### src/rtl/rx_matched_decimator.sv
// rx_matched_decimator
//   Matched filter followed by decimation by OS. Samples are shifted into
//   a NUM_COEFF-deep delay line on accepted strobes; once per block of OS
//   accepted samples (at the latched phase) the full-precision dot product
//   with the coefficient set is registered, then quantized to
//   S(NBT_OUT,NBF_OUT) with saturation and presented with a one-cycle strobe.
//
//   Optional build macro: RX_DEC_ROUND_EN
//     defined   -> round half up (add half an output LSB) before saturation
//     undefined -> truncate discarded fraction bits (toward minus infinity)
//
//   Coefficients come from the packed COEFF_INIT vector
//   (coefficient k at bits [k*NBT_COEFF +: NBT_COEFF]), fixed at elaboration.
//
// Ports
//   clk        in   1        system clock, rising edge
//   i_reset    in   1        asynchronous active-high reset
//   i_valid    in   1        input sample strobe
//   i_is_data  in   NBT_IN   signed oversampled input sample
//   i_phase    in   log2(OS) requested sampling phase (taken at block boundary)
//   o_os_data  out  NBT_OUT  signed decimated symbol, held between strobes
//   o_valid    out  1        one-cycle strobe qualifying o_os_data
//
//   OS must be at least 2; NBF_IN+NBF_COEFF must exceed NBF_OUT.

module rx_matched_decimator #(
  parameter int NUM_COEFF  = 17,
  parameter int OS         = 4,
  parameter     FILE_COEFF = "",
  parameter int NBT_IN     = 8,
  parameter int NBF_IN     = 7,
  parameter int NBT_COEFF  = 8,
  parameter int NBF_COEFF  = 7,
  parameter int NBT_OUT    = 8,
  parameter int NBF_OUT    = 7,
  parameter logic [NUM_COEFF*NBT_COEFF-1:0] COEFF_INIT = '0
) (
  input  logic                      clk,
  input  logic                      i_reset,
  input  logic                      i_valid,
  input  logic signed [NBT_IN-1:0]  i_is_data,
  input  logic [$clog2(OS)-1:0]     i_phase,
  output logic signed [NBT_OUT-1:0] o_os_data,
  output logic                      o_valid
);

  localparam int PH_W   = $clog2(OS);
  localparam int PROD_W = NBT_IN + NBT_COEFF;
  localparam int ACC_W  = PROD_W + $clog2(NUM_COEFF);
  localparam int SHIFT  = NBF_IN + NBF_COEFF - NBF_OUT;

  localparam logic [PH_W-1:0] LAST_PH = PH_W'(OS - 1);

  // Output range expressed at the guarded accumulator width.
  localparam logic signed [ACC_W:0] SAT_MAX =
    {{(ACC_W + 2 - NBT_OUT){1'b0}}, {(NBT_OUT - 1){1'b1}}};
  localparam logic signed [ACC_W:0] SAT_MIN =
    {{(ACC_W + 2 - NBT_OUT){1'b1}}, {(NBT_OUT - 1){1'b0}}};

  // Coefficient ROM, fixed after elaboration.
  logic signed [NBT_COEFF-1:0] coeff [NUM_COEFF];

  generate
    for (genvar k = 0; k < NUM_COEFF; k++) begin : g_tap
      assign coeff[k] = COEFF_INIT[k*NBT_COEFF +: NBT_COEFF];
    end
  endgenerate

  // Pipeline state
  logic signed [NBT_IN-1:0]  line_q [NUM_COEFF];
  logic signed [NBT_IN-1:0]  line_d [NUM_COEFF];
  logic [PH_W-1:0]           cnt_q, cnt_d;
  logic [PH_W-1:0]           r_phase_q, r_phase_d;
  logic                      fire_q, fire_d;
  logic signed [ACC_W-1:0]   acc_q, acc_d;
  logic                      acc_vld_q, acc_vld_d;
  logic signed [NBT_OUT-1:0] out_q, out_d;
  logic                      vld_q, vld_d;

  logic                      accept;
  logic signed [PROD_W-1:0]  prod;
  logic signed [ACC_W-1:0]   acc_sum;
  logic signed [ACC_W:0]     acc_ext;
  logic signed [ACC_W:0]     acc_shr;
  logic signed [NBT_OUT-1:0] out_sat;

  assign accept = i_valid;

  // Delay line, phase counter and fire decision
  always_comb begin
    for (int k = 0; k < NUM_COEFF; k++) line_d[k] = line_q[k];
    cnt_d     = cnt_q;
    r_phase_d = r_phase_q;
    fire_d    = 1'b0;
    if (accept) begin
      for (int k = NUM_COEFF - 1; k > 0; k--) line_d[k] = line_q[k-1];
      line_d[0] = i_is_data;
      // Fire is judged on the pre-increment count against the phase in force.
      fire_d = (cnt_q == r_phase_q);
      if (cnt_q == LAST_PH) begin
        cnt_d     = '0;
        r_phase_d = i_phase;
      end else begin
        cnt_d = cnt_q + 1'b1;
      end
    end
  end

  // Full-precision dot product over the line as it stands after the firing
  // sample was shifted in.
  always_comb begin
    acc_sum = '0;
    prod    = '0;
    for (int k = 0; k < NUM_COEFF; k++) begin
      prod    = line_q[k] * coeff[k];
      acc_sum = acc_sum + ACC_W'(prod);
    end
  end

  always_comb begin
    acc_d     = fire_q ? acc_sum : acc_q;
    acc_vld_d = fire_q;
  end

  // Quantize: optional half-LSB bias into a guard bit, then arithmetic
  // shift (floor) and clamp to the output range.
  always_comb begin
    acc_ext = {acc_q[ACC_W-1], acc_q};
`ifdef RX_DEC_ROUND_EN
    acc_ext = acc_ext + ((ACC_W+1)'(1) <<< (SHIFT - 1));
`endif
    acc_shr = acc_ext >>> SHIFT;
    if (acc_shr > SAT_MAX)      out_sat = SAT_MAX[NBT_OUT-1:0];
    else if (acc_shr < SAT_MIN) out_sat = SAT_MIN[NBT_OUT-1:0];
    else                        out_sat = acc_shr[NBT_OUT-1:0];
  end

  always_comb begin
    out_d = acc_vld_q ? out_sat : out_q;
    vld_d = acc_vld_q;
  end

  always_ff @(posedge clk or posedge i_reset) begin
    if (i_reset) begin
      for (int k = 0; k < NUM_COEFF; k++) line_q[k] <= '0;
      cnt_q     <= '0;
      r_phase_q <= '0;
      fire_q    <= 1'b0;
      acc_q     <= '0;
      acc_vld_q <= 1'b0;
      out_q     <= '0;
      vld_q     <= 1'b0;
    end else begin
      for (int k = 0; k < NUM_COEFF; k++) line_q[k] <= line_d[k];
      cnt_q     <= cnt_d;
      r_phase_q <= r_phase_d;
      fire_q    <= fire_d;
      acc_q     <= acc_d;
      acc_vld_q <= acc_vld_d;
      out_q     <= out_d;
      vld_q     <= vld_d;
    end
  end

  assign o_os_data = out_q;
  assign o_valid   = vld_q;

endmodule
### config.mk
export PLATFORM = sky130hd
export DESIGN_NAME = rx_matched_decimator
export DESIGN_NICKNAME = d
export VERILOG_FILES = /design/src/rtl/rx_matched_decimator.sv
export SDC_FILE = /design/constraint.sdc
export NUM_CORES = 1
export LEC_CHECK = 0
export BUFFER_PORTS_ARGS = -buffer_cell sky130_fd_sc_hd__buf_2
export CORE_AREA = 3 3 40 42
export CTS_BUF_LIST = sky130_fd_sc_hd__clkbuf_16
export DETAILED_ROUTE_END_ITERATION = 8
export DIE_AREA = 0 0 43 45
export GPL_TIMING_DRIVEN = 0
export MAX_ROUTING_LAYER = met4
export PLACE_DENSITY = 0.55
export SLEW_MARGIN = 40
export SYNTH_ARGS = -nofsm -noshare
export SYNTH_HDL_FRONTEND = slang
export SYNTH_SLANG_ARGS = --single-unit
### constraint.sdc
create_clock -name clk -period 1.22 [get_ports clk]
set_input_delay 0.183 -clock clk [delete_from_list [all_inputs] [get_ports clk]]
set_output_delay 0.183 -clock clk [all_outputs]
set_load 0.02 [all_outputs]
==> reports/metrics.csv <==
stage;metric;value;unit
run_status;status;finished, final reports clean;
synthesis;yosysUniqueCellTypes;12;
setup_path;critPathLaunchType;register;
timing;max_freq;867;MHz
timing;min_period;1.15;ns
die;fp.dieH;45;microns
route;antenna_left;0;
setup_path;cp-end-kind;register;
global_routing;overflow;0;
synthesis;synth_seq_cells;7;
run;drv_cap;0;
finish;drive_above_1_share;46.7;%
die;pin_count;22;
clock_network;clk_path_buf_depth;2;
clock_network;cts.sinks;7;
clock_network;cts_tree;built;
min_path;hp-class;input pin to register;
finish;fin_nets;60;
route;via_per_inst;3.43;
power_and_ir_drop;irDropWorstVdd;1.15;mV
power_and_ir_drop;powerDensity;2410;mW/mm^2
clock_network;post_cts_resized;0;
die;initial_core_util;26.2;%
clock_network;cts_root_buf;clkbuf_16;
route;drc_errors;0;
global_routing;grt_pass1_vias;209;
clock_network;cts.clk_slew.worst_paths;0.04;ns
setup_path;cp_max_fo;3;
synthesis;yosysWarnings;0;
route;routed_wl;506;microns
synthesis;yosysSeqAreaShare;52.0;%
global_routing;grt_max_degree;8;
global_routing;grt_pass1_wl;814;microns
timing;finalMaxSlewViolations;0;
placement;gp_congestion;0.594;
finish;n_antenna_cell;0;
placement;place_ws;0.0438;ns
timing;layout_setup_ws;0.0660;ns
route;wl_per_cell;8.43;microns
global_routing;track_usage;6.75;%
route;first_pass_iters;4;
setup_path;critical_path_class;register to register;
timing;finalHoldViolCount;0;
die;core-area;0.00128;sq mm
setup_path;required;1.33;ns
timing;rsz0062_at_grt;no;
setup_path;path_cells;ha_1 -> nand2_2 -> mux2_1;
placement;hpwlAfterDp;419;microns
die;rows;13;
setup_path;slowest_stage;dfrtp_1;
die;die_area;0.00194;sq mm
timing;tns;0;ns
clock_network;ctsHtreeMaxLevel;1;
clock_network;insertion_delay;0.23;ns
global_routing;grt_antenna_before_repair;0;
timing;setup_viol;0;
route;drtIter0Drc;1;
setup_path;arrival;1.26;ns
finish;areaGrowthSynthToFinish;49.8;%
synthesis;syn_area;337;sq um
route;num_vias;206;
die;die_w;43;microns
finish;nFillCells;127;
placement;port_buffers;5;
timing;fin_crit_sh;94.6;%
timing;fin_worst_skew;0.000500;ns
synthesis;synthCells;27;
setup_path;cpPeakStageDelay;0.40;ns
synthesis;syn_avg_cell_area;12.5;sq um
power_and_ir_drop;p_leak;0.273;nW
clock_network;cts_buffers;3;
==> cells in the final DEF (no fill, tap or decap), types with 2 or more instances in the layout <==
master / count
buf_4: 9
conb_1: 8
dfrtp_1: 7
buf_2: 5
clkbuf_16: 3
xnor2_1: 2
mux2_1: 2
==> cells by family (layout without fill, tap and decap cells) <==
kind of cell | Yosys count | after routing | synth area share, %
buffers and inverters | 9 | 20 | 19.0
adders and majority gates | 1 | 1 | 3.72
and+or+nand+nor | 3 | 3 | 5.95
xor gates and xnor gates | 2 | 2 | 5.21
DFF | 7 | 7 | 52.0
muxes | 4 | 4 | 13.0
other | 1 | 8 | 1.11
==> registers in the layout, summed over array words and instances, names as in the netlist <==
| name | count |
|---|---|
| cnt_q | 2 |
| acc_vld_q | 1 |
| r_phase_q | 2 |
| acc_vld_d | 1 |
| o_valid | 1 |
==> critical path, delay by kind of cell (launching register included) <==
family | cells | cell delay, ns
DFF | 1 | 0.40
muxes | 1 | 0.32
and+or+nand+nor | 1 | 0.09
adders and majority gates | 1 | 0.23
==> worst paths after layout <==
kind / start / end / slack [ns] / cells after the start
setup / recovery: cnt_q[0] / r_phase_q[1] / 0.07 / 3
hold / removal: i_phase[0] / r_phase_q[0] / 0.17 / 2
setup reg to reg: cnt_q[0] / r_phase_q[1] / 0.07 / 3
hold reg to reg: acc_vld_d / acc_vld_q / 0.36 / 0
max in group asynchronous: i_reset / acc_vld_q / 0.59 / 3
min in group asynchronous: i_reset / cnt_q[0] / 0.42 / 3
==> cell type report <==
| type | instances | area, sq um | area share, % |
|---|---|---|---|
| flip-flops and latches | 7 | 175 | 34.7 |
| multi-input cells | 18 | 124 | 24.6 |
| clock buffers | 3 | 75.1 | 14.9 |
| plain buffers | 8 | 60.1 | 11.9 |
| repair buffers | 7 | 42.5 | 8.44 |
| well taps | 15 | 18.8 | 3.72 |
| clock inverters | 1 | 5.00 | 0.993 |
| inverters | 1 | 3.75 | 0.744 |
==> per-stage QoR <==
step | util, % | cells | hold slack [ns] | cell area (sq um) | power, mW
after detailed placement | 31.6 | 54 | 0.124 | 407 | 0.657
final | 39.2 | 60 | 0.168 | 504 | 1.21
after global routing | 39.2 | 60 | 0.169 | 504 | 1.29
after global placement | 31.6 | 54 | 0.123 | 407 | 0.646
after CTS | 38.7 | 59 | 0.170 | 497 | 1.22
after floorplan | - | 34 | -0.0136 | 363 | 0.598
==> report_power, final <==
group	switching (mW)	internal (mW)	total (mW)
clock network	0.121	0.430	0.551
logic	0.109	0.155	0.264
registers	0.0590	0.340	0.399
total	0.290	0.924	1.21
==> routing by layer <==
metal | part of all wire (%) | global-route usage (%)
met4 | 0 | 3.61
met2 | 57 | 12.0
met5 | 0 | -
met3 | 13 | 5.98
met1 | 30 | 4.20
==> synth_stat cells <==
cell	n	area share [%]
and3_2	1	2.2
buf_4	8	18
conb_1	1	1.1
dfrtp_1	7	52
ha_1	1	3.7
inv_1	1	1.1
mux2_1	2	6.7
mux2_2	1	3.3
mux2i_1	1	3.0
nand2_2	1	1.9
nand2b_1	1	1.9
xnor2_1	2	5.2
==> repair_timing <==
action                                 CTS  global route
buffers inserted                         0             1
setup endpoints to repair                0             1
endpoints found under the hold margin    7             0
hold buffers                             1             0
(Power assumes the default switching activity.)
